[config.mk]
export PLATFORM = sky130hd
export DESIGN_NAME = ram_port_arbiter
export DESIGN_NICKNAME = d
export VERILOG_FILES = /design/src/rtl/ram_port_arbiter.sv
export SDC_FILE = /design/constraint.sdc
export NUM_CORES = 1
export LEC_CHECK = 0
export CAP_MARGIN = 5
export CORE_ASPECT_RATIO = 1.2
export CORE_UTILIZATION = 39
export CTS_BUF_LIST = sky130_fd_sc_hd__clkbuf_8
export CTS_CLUSTER_SIZE = 28
export DETAILED_ROUTE_END_ITERATION = 16
export GPL_ROUTABILITY_DRIVEN = 1
export PLACE_DENSITY = 0.78
export SKIP_CTS_REPAIR_TIMING = 1
export SLEW_MARGIN = 20
export SYNTH_ARGS = -nofsm -noshare
export SYNTH_HDL_FRONTEND = slang
export SYNTH_SLANG_ARGS = --single-unit
export TNS_END_PERCENT = 50
[constraint.sdc]
create_clock -name clk -period 3.1 [get_ports clk]
set_clock_uncertainty 0.15 [all_clocks]
set_input_delay 0.93 -clock clk [delete_from_list [all_inputs] [get_ports clk]]
set_output_delay 0.93 -clock clk [all_outputs]
set_load 0.01 [all_outputs]
[src/rtl/ram_port_arbiter.sv]
// Two-requester arbiter for a single-port RAM: instruction fetch (read) and load/store (read/write).
// Optional fetch starvation guard enabled by defining ARB_STARVE_GUARD_EN.
module ram_port_arbiter #(
    parameter int AW             = 16,
    parameter int DW             = 16,
    parameter int LATENCY        = 1,
    parameter int MAX_DATA_BURST = 4
) (
    input  logic          clk,
    input  logic          init,
    input  logic          if_req,
    input  logic [AW-1:0] if_addr,
    output logic          if_ack,
    output logic [DW-1:0] if_rdata,
    input  logic          d_req,
    input  logic          d_we,
    input  logic [AW-1:0] d_addr,
    input  logic [DW-1:0] d_wdata,
    output logic          d_ack,
    output logic [DW-1:0] d_rdata,
    output logic [AW-1:0] mem_addr,
    output logic          mem_re,
    output logic          mem_we,
    output logic [DW-1:0] mem_wdata,
    input  logic [DW-1:0] mem_rdata,
    output logic          busy
);

    typedef enum logic [1:0] {
        IDLE   = 2'd0,
        ACCESS = 2'd1,
        DONE   = 2'd2
    } state_t;

    localparam logic [3:0] LAST_CNT = 4'(LATENCY - 1);

    if (LATENCY < 1 || LATENCY > 15) begin : g_bad_latency
        $error("ram_port_arbiter: LATENCY out of range 1..15");
    end
    if (MAX_DATA_BURST < 1) begin : g_bad_burst
        $error("ram_port_arbiter: MAX_DATA_BURST must be at least 1");
    end

    state_t     state;
    state_t     state_next;
    logic [3:0] acc_cnt;
    logic       owner_d;
    logic       lat_we;
    logic       grant;
    logic       grant_d;
    logic       last_access;
    logic       fetch_forced;

`ifdef ARB_STARVE_GUARD_EN
    localparam int BW = (MAX_DATA_BURST < 1) ? 1 : $clog2(MAX_DATA_BURST + 1);
    logic [BW-1:0] burst_cnt;

    assign fetch_forced = if_req && (burst_cnt == BW'(MAX_DATA_BURST));

    // Count data grants made while fetch is waiting; any fetch grant or fetch absence clears it.
    always_ff @(posedge clk or posedge init) begin
        if (init) begin
            burst_cnt <= '0;
        end else if (state == IDLE) begin
            if (!if_req) begin
                burst_cnt <= '0;
            end else if (grant && !grant_d) begin
                burst_cnt <= '0;
            end else if (grant_d) begin
                burst_cnt <= burst_cnt + BW'(1);
            end
        end
    end
`else
    assign fetch_forced = 1'b0;
`endif

    // State register.
    always_ff @(posedge clk or posedge init) begin
        if (init) begin
            state <= IDLE;
        end else begin
            state <= state_next;
        end
    end

    // Next-state and grant decision.
    always_comb begin
        state_next  = state;
        grant       = 1'b0;
        grant_d     = 1'b0;
        last_access = (state == ACCESS) && (acc_cnt == LAST_CNT);
        case (state)
            IDLE: begin
                if (d_req || if_req) begin
                    grant      = 1'b1;
                    grant_d    = d_req && !fetch_forced;
                    state_next = ACCESS;
                end else begin
                    state_next = IDLE;
                end
            end
            ACCESS: begin
                if (last_access) begin
                    state_next = DONE;
                end else begin
                    state_next = ACCESS;
                end
            end
            DONE:    state_next = IDLE;
            default: state_next = IDLE;
        endcase
    end

    // Registered RAM strobes, acks and read data; values are set up one edge ahead of each state.
    always_ff @(posedge clk or posedge init) begin
        if (init) begin
            acc_cnt   <= 4'd0;
            owner_d   <= 1'b0;
            lat_we    <= 1'b0;
            mem_addr  <= '0;
            mem_re    <= 1'b0;
            mem_we    <= 1'b0;
            mem_wdata <= '0;
            if_ack    <= 1'b0;
            d_ack     <= 1'b0;
            if_rdata  <= '0;
            d_rdata   <= '0;
            busy      <= 1'b0;
        end else begin
            if_ack <= 1'b0;
            d_ack  <= 1'b0;
            case (state)
                IDLE: begin
                    if (grant) begin
                        owner_d   <= grant_d;
                        lat_we    <= grant_d && d_we;
                        acc_cnt   <= 4'd0;
                        mem_addr  <= grant_d ? d_addr : if_addr;
                        mem_re    <= !(grant_d && d_we);
                        mem_we    <= grant_d && d_we;
                        mem_wdata <= (grant_d && d_we) ? d_wdata : '0;
                        busy      <= 1'b1;
                    end
                end
                ACCESS: begin
                    acc_cnt <= acc_cnt + 4'd1;
                    mem_we  <= 1'b0;
                    if (last_access) begin
                        mem_re <= 1'b0;
                        if (owner_d) begin
                            d_ack <= 1'b1;
                            if (!lat_we) begin
                                d_rdata <= mem_rdata;
                            end
                        end else begin
                            if_ack   <= 1'b1;
                            if_rdata <= mem_rdata;
                        end
                    end
                end
                DONE:    busy <= 1'b0;
                default: busy <= 1'b0;
            endcase
        end
    end

endmodule

==> results.ini <==
[run_status]
outcome=finished, violations left
failed_checks=DRC

[layout]
syn_to_final_growth_pct=54.7
drive_gt1_share_pct=16.5
fin_nets=436
ff_latch_area_sq_um=1930
antenna_cells=0
fill_cells=621
multi_input_area_sq_um=1140

[drt]
wl_met1_microns=2960
routed_wl_microns=7070
drtIter0Drc=80
vias=2337
antenna_left=0
wl_per_cell_microns=15.3
top_layer=met4
drcViolationCount=22
routed-wl-met3_microns=379
firstDrtPassIters=11
routed-wl-met2_microns=3620
via_per_inst=5.06

[power]
p_leak_nw=2.16
max-vdd-ir-drop_v=0.000430
p_per_area_nw_per_um2=979
power.total_mw=4.75

[cts]
clock_latency_ns=0.34
cts-htree-levels=3
root_buffer=clkbuf_8
cts_sinks=77
clkTransAtPathRegs_ns=0.08
cts_tree=built
cts_made_buffers=9
clk_path_buf_depth=2

[worst_setup_path]
worst-path-buf-inv=1
crit_type=flip-flop to output port
rrSetupSlack_ns=1.02
crit_path_top_delay_cell=clkdlybuf4s50_1
worst_ep_required_time_ns=2.02
crit_path_end_kind=output port
path_cells=clkdlybuf4s50_1
cpPeakStageDelay_ns=0.55
r2r-start=acc_cnt[0]$_DFFE_PP0P_
reg2reg_depth=5
crit_fanout=2
start_kind=flip-flop
path_delay_family=buffers and inverters
cp.arrival_ns=1.26
r2r-end=d_rdata[1]$_DFFE_PP0P_

[logic_synthesis]
synth_most_common_cell=dfrtp_1
synthArstFlopShare_pct=100
ys_types=29
synthFlopType=dfrtp_1
syn_avg_cell_area_sq_um=14.0
yosysTopAreaCell=dfrtp_1
synth-edff-count=0
syn_inst=224
yosys_warnings=0
synth_common_cells=77 x dfrtp_1, 38 x o21ai_0, 22 x mux2_2
netlist_area_sq_um=3140
ys_ff_latch=77
seq_area_frac_synth_pct=61.4
yosys-top-cells-area=dfrtp_1 61%, mux2_2 7.9%, o21ai_0 6.1%
synth_nets=295
synth_top_area_share_pct=61.4

[timing]
finalCritPeriodShare_pct=75.6
finalSetupTns_ns=0
tightest_slew_ns=0.564
timing.final.max_slew_violations=0
max_freq_ghz=0.427
hold-worst-slack_ns=0.343
hold_viol_final=0
maxSlewHeadroom_pct=62.4
timing.final.ws_setup_ns=0.757
rsz0062_at_grt=no
period_minus_slack_ns=2.34
final-setup-viol-count=0

[place]
portBuffers=137
place_congestion=0.751
place_hpwl_microns=5000
pre_cts_slack_ns=0.518

[floorplan]
core_sq_um=7750
placementRows=35
die_y_microns=100
die-area_sq_um=8410
start_util_pct=40.5
ios=138
die_width_microns=83.9

[global_route]
grt_pass1_wl_microns=11600
antenna_found_initial=0
grt_max_degree=78
grt.overflow.total=0
grt_pass1_vias=2382
track_usage_pct=17.6

[hold_path]
min_from=lat_we$_DFFE_PP0P_
whs_path_depth=1
hold_class=flip-flop to flip-flop
hold_path_end=lat_we$_DFFE_PP0P_

[flow_run]
drv_cap=0

## registers in the layout, summed over array words and instances, names as in the netlist, 2 cells and up
name / flops
d_rdata: 16
mem_addr: 16
if_rdata: 16
state: 2
mem_wdata: 16
acc_cnt: 4
## routing by layer
layer / up-vias / track usage (%)
met1: 1151 / 21.4
met2: 84 / 30.3
met5: - / 0
met4: 0 / 7.16
li1: 1091 / -
met3: 11 / 4.11
## worst max-delay path by stage
| stage | start | to | slack [ns] | depth (start not counted) |
|---|---|---|---|---|
| 5_1_grt | d_rdata[2]$_DFFE_PP0P_ | d_rdata[2] | 0.70 | 1 |
| 6_report | d_rdata[2]$_DFFE_PP0P_ | d_rdata[2] | 0.76 | 1 |
| 2_1_floorplan | init | acc_cnt[0]$_DFFE_PP0P_ | 0.05 | 1 |
| 3_3_place_gp | d_req | mem_wdata[8]$_DFFE_PP0P_ | 0.58 | 4 |
| 4_1_cts | d_rdata[2]$_DFFE_PP0P_ | d_rdata[2] | 0.73 | 1 |
| 3_5_place_dp | d_req | mem_wdata[4]$_DFFE_PP0P_ | 0.52 | 4 |
## cells by family (layout without fill, tap and decap cells)
kind of cell	count (synthesis)	after routing	synth area share, %
AOI/OAI and AO/OA	61	61	12.3
adders and majority gates	2	2	0.797
buffers and inverters	19	165	3.03
and+or+nand+nor	16	16	4.42
muxes	49	49	18.1
DFF	77	77	61.4
## worst register-to-register path, delay by kind of cell, from the launching register on
family / cells / cell delay, ns
adders and majority gates: 1 / 0.15
buffers and inverters: 1 / 0.07
DFF: 1 / 0.42
muxes: 1 / 0.43
and+or+nand+nor: 2 / 0.75
## final cells by class
cell class / count / share of cell area [%]
flip-flops and latches: 77 / 39.7
repair buffers: 144 / 29.6
multi-input cells: 128 / 23.4
clock buffers: 10 / 2.83
well taps: 92 / 2.37
clock inverters: 6 / 1.75
inverters: 5 / 0.412
## where the power goes
part,switching [mW],internal [mW],total [mW]
sequential,0.284,1.48,1.76
combinational,0.844,1.31,2.16
clock,0.359,0.474,0.833
total,1.49,3.27,4.75
## metrics by stage
step	instances	utilization (%)	cell area (sq um)
final	462	62.7	4860
after global routing	462	62.7	4860
after CTS	462	62.7	4860
after detailed placement	446	59.8	4630
after global placement	446	59.8	4630
after floorplan	224	-	3140
## cell usage in the layout, fill, tap and decap left out, types with 3 or more instances in the layout
master / instances
dfrtp_1: 77
clkdlybuf4s50_1: 137
o21ai_0: 37
mux2_4: 10
mux2_2: 22
buf_4: 6
nor2_1: 3
clkbuf_8: 10
mux2i_1: 17
a22o_1: 18
inv_1: 5
Note: power is estimated with default switching activity, not from simulation.
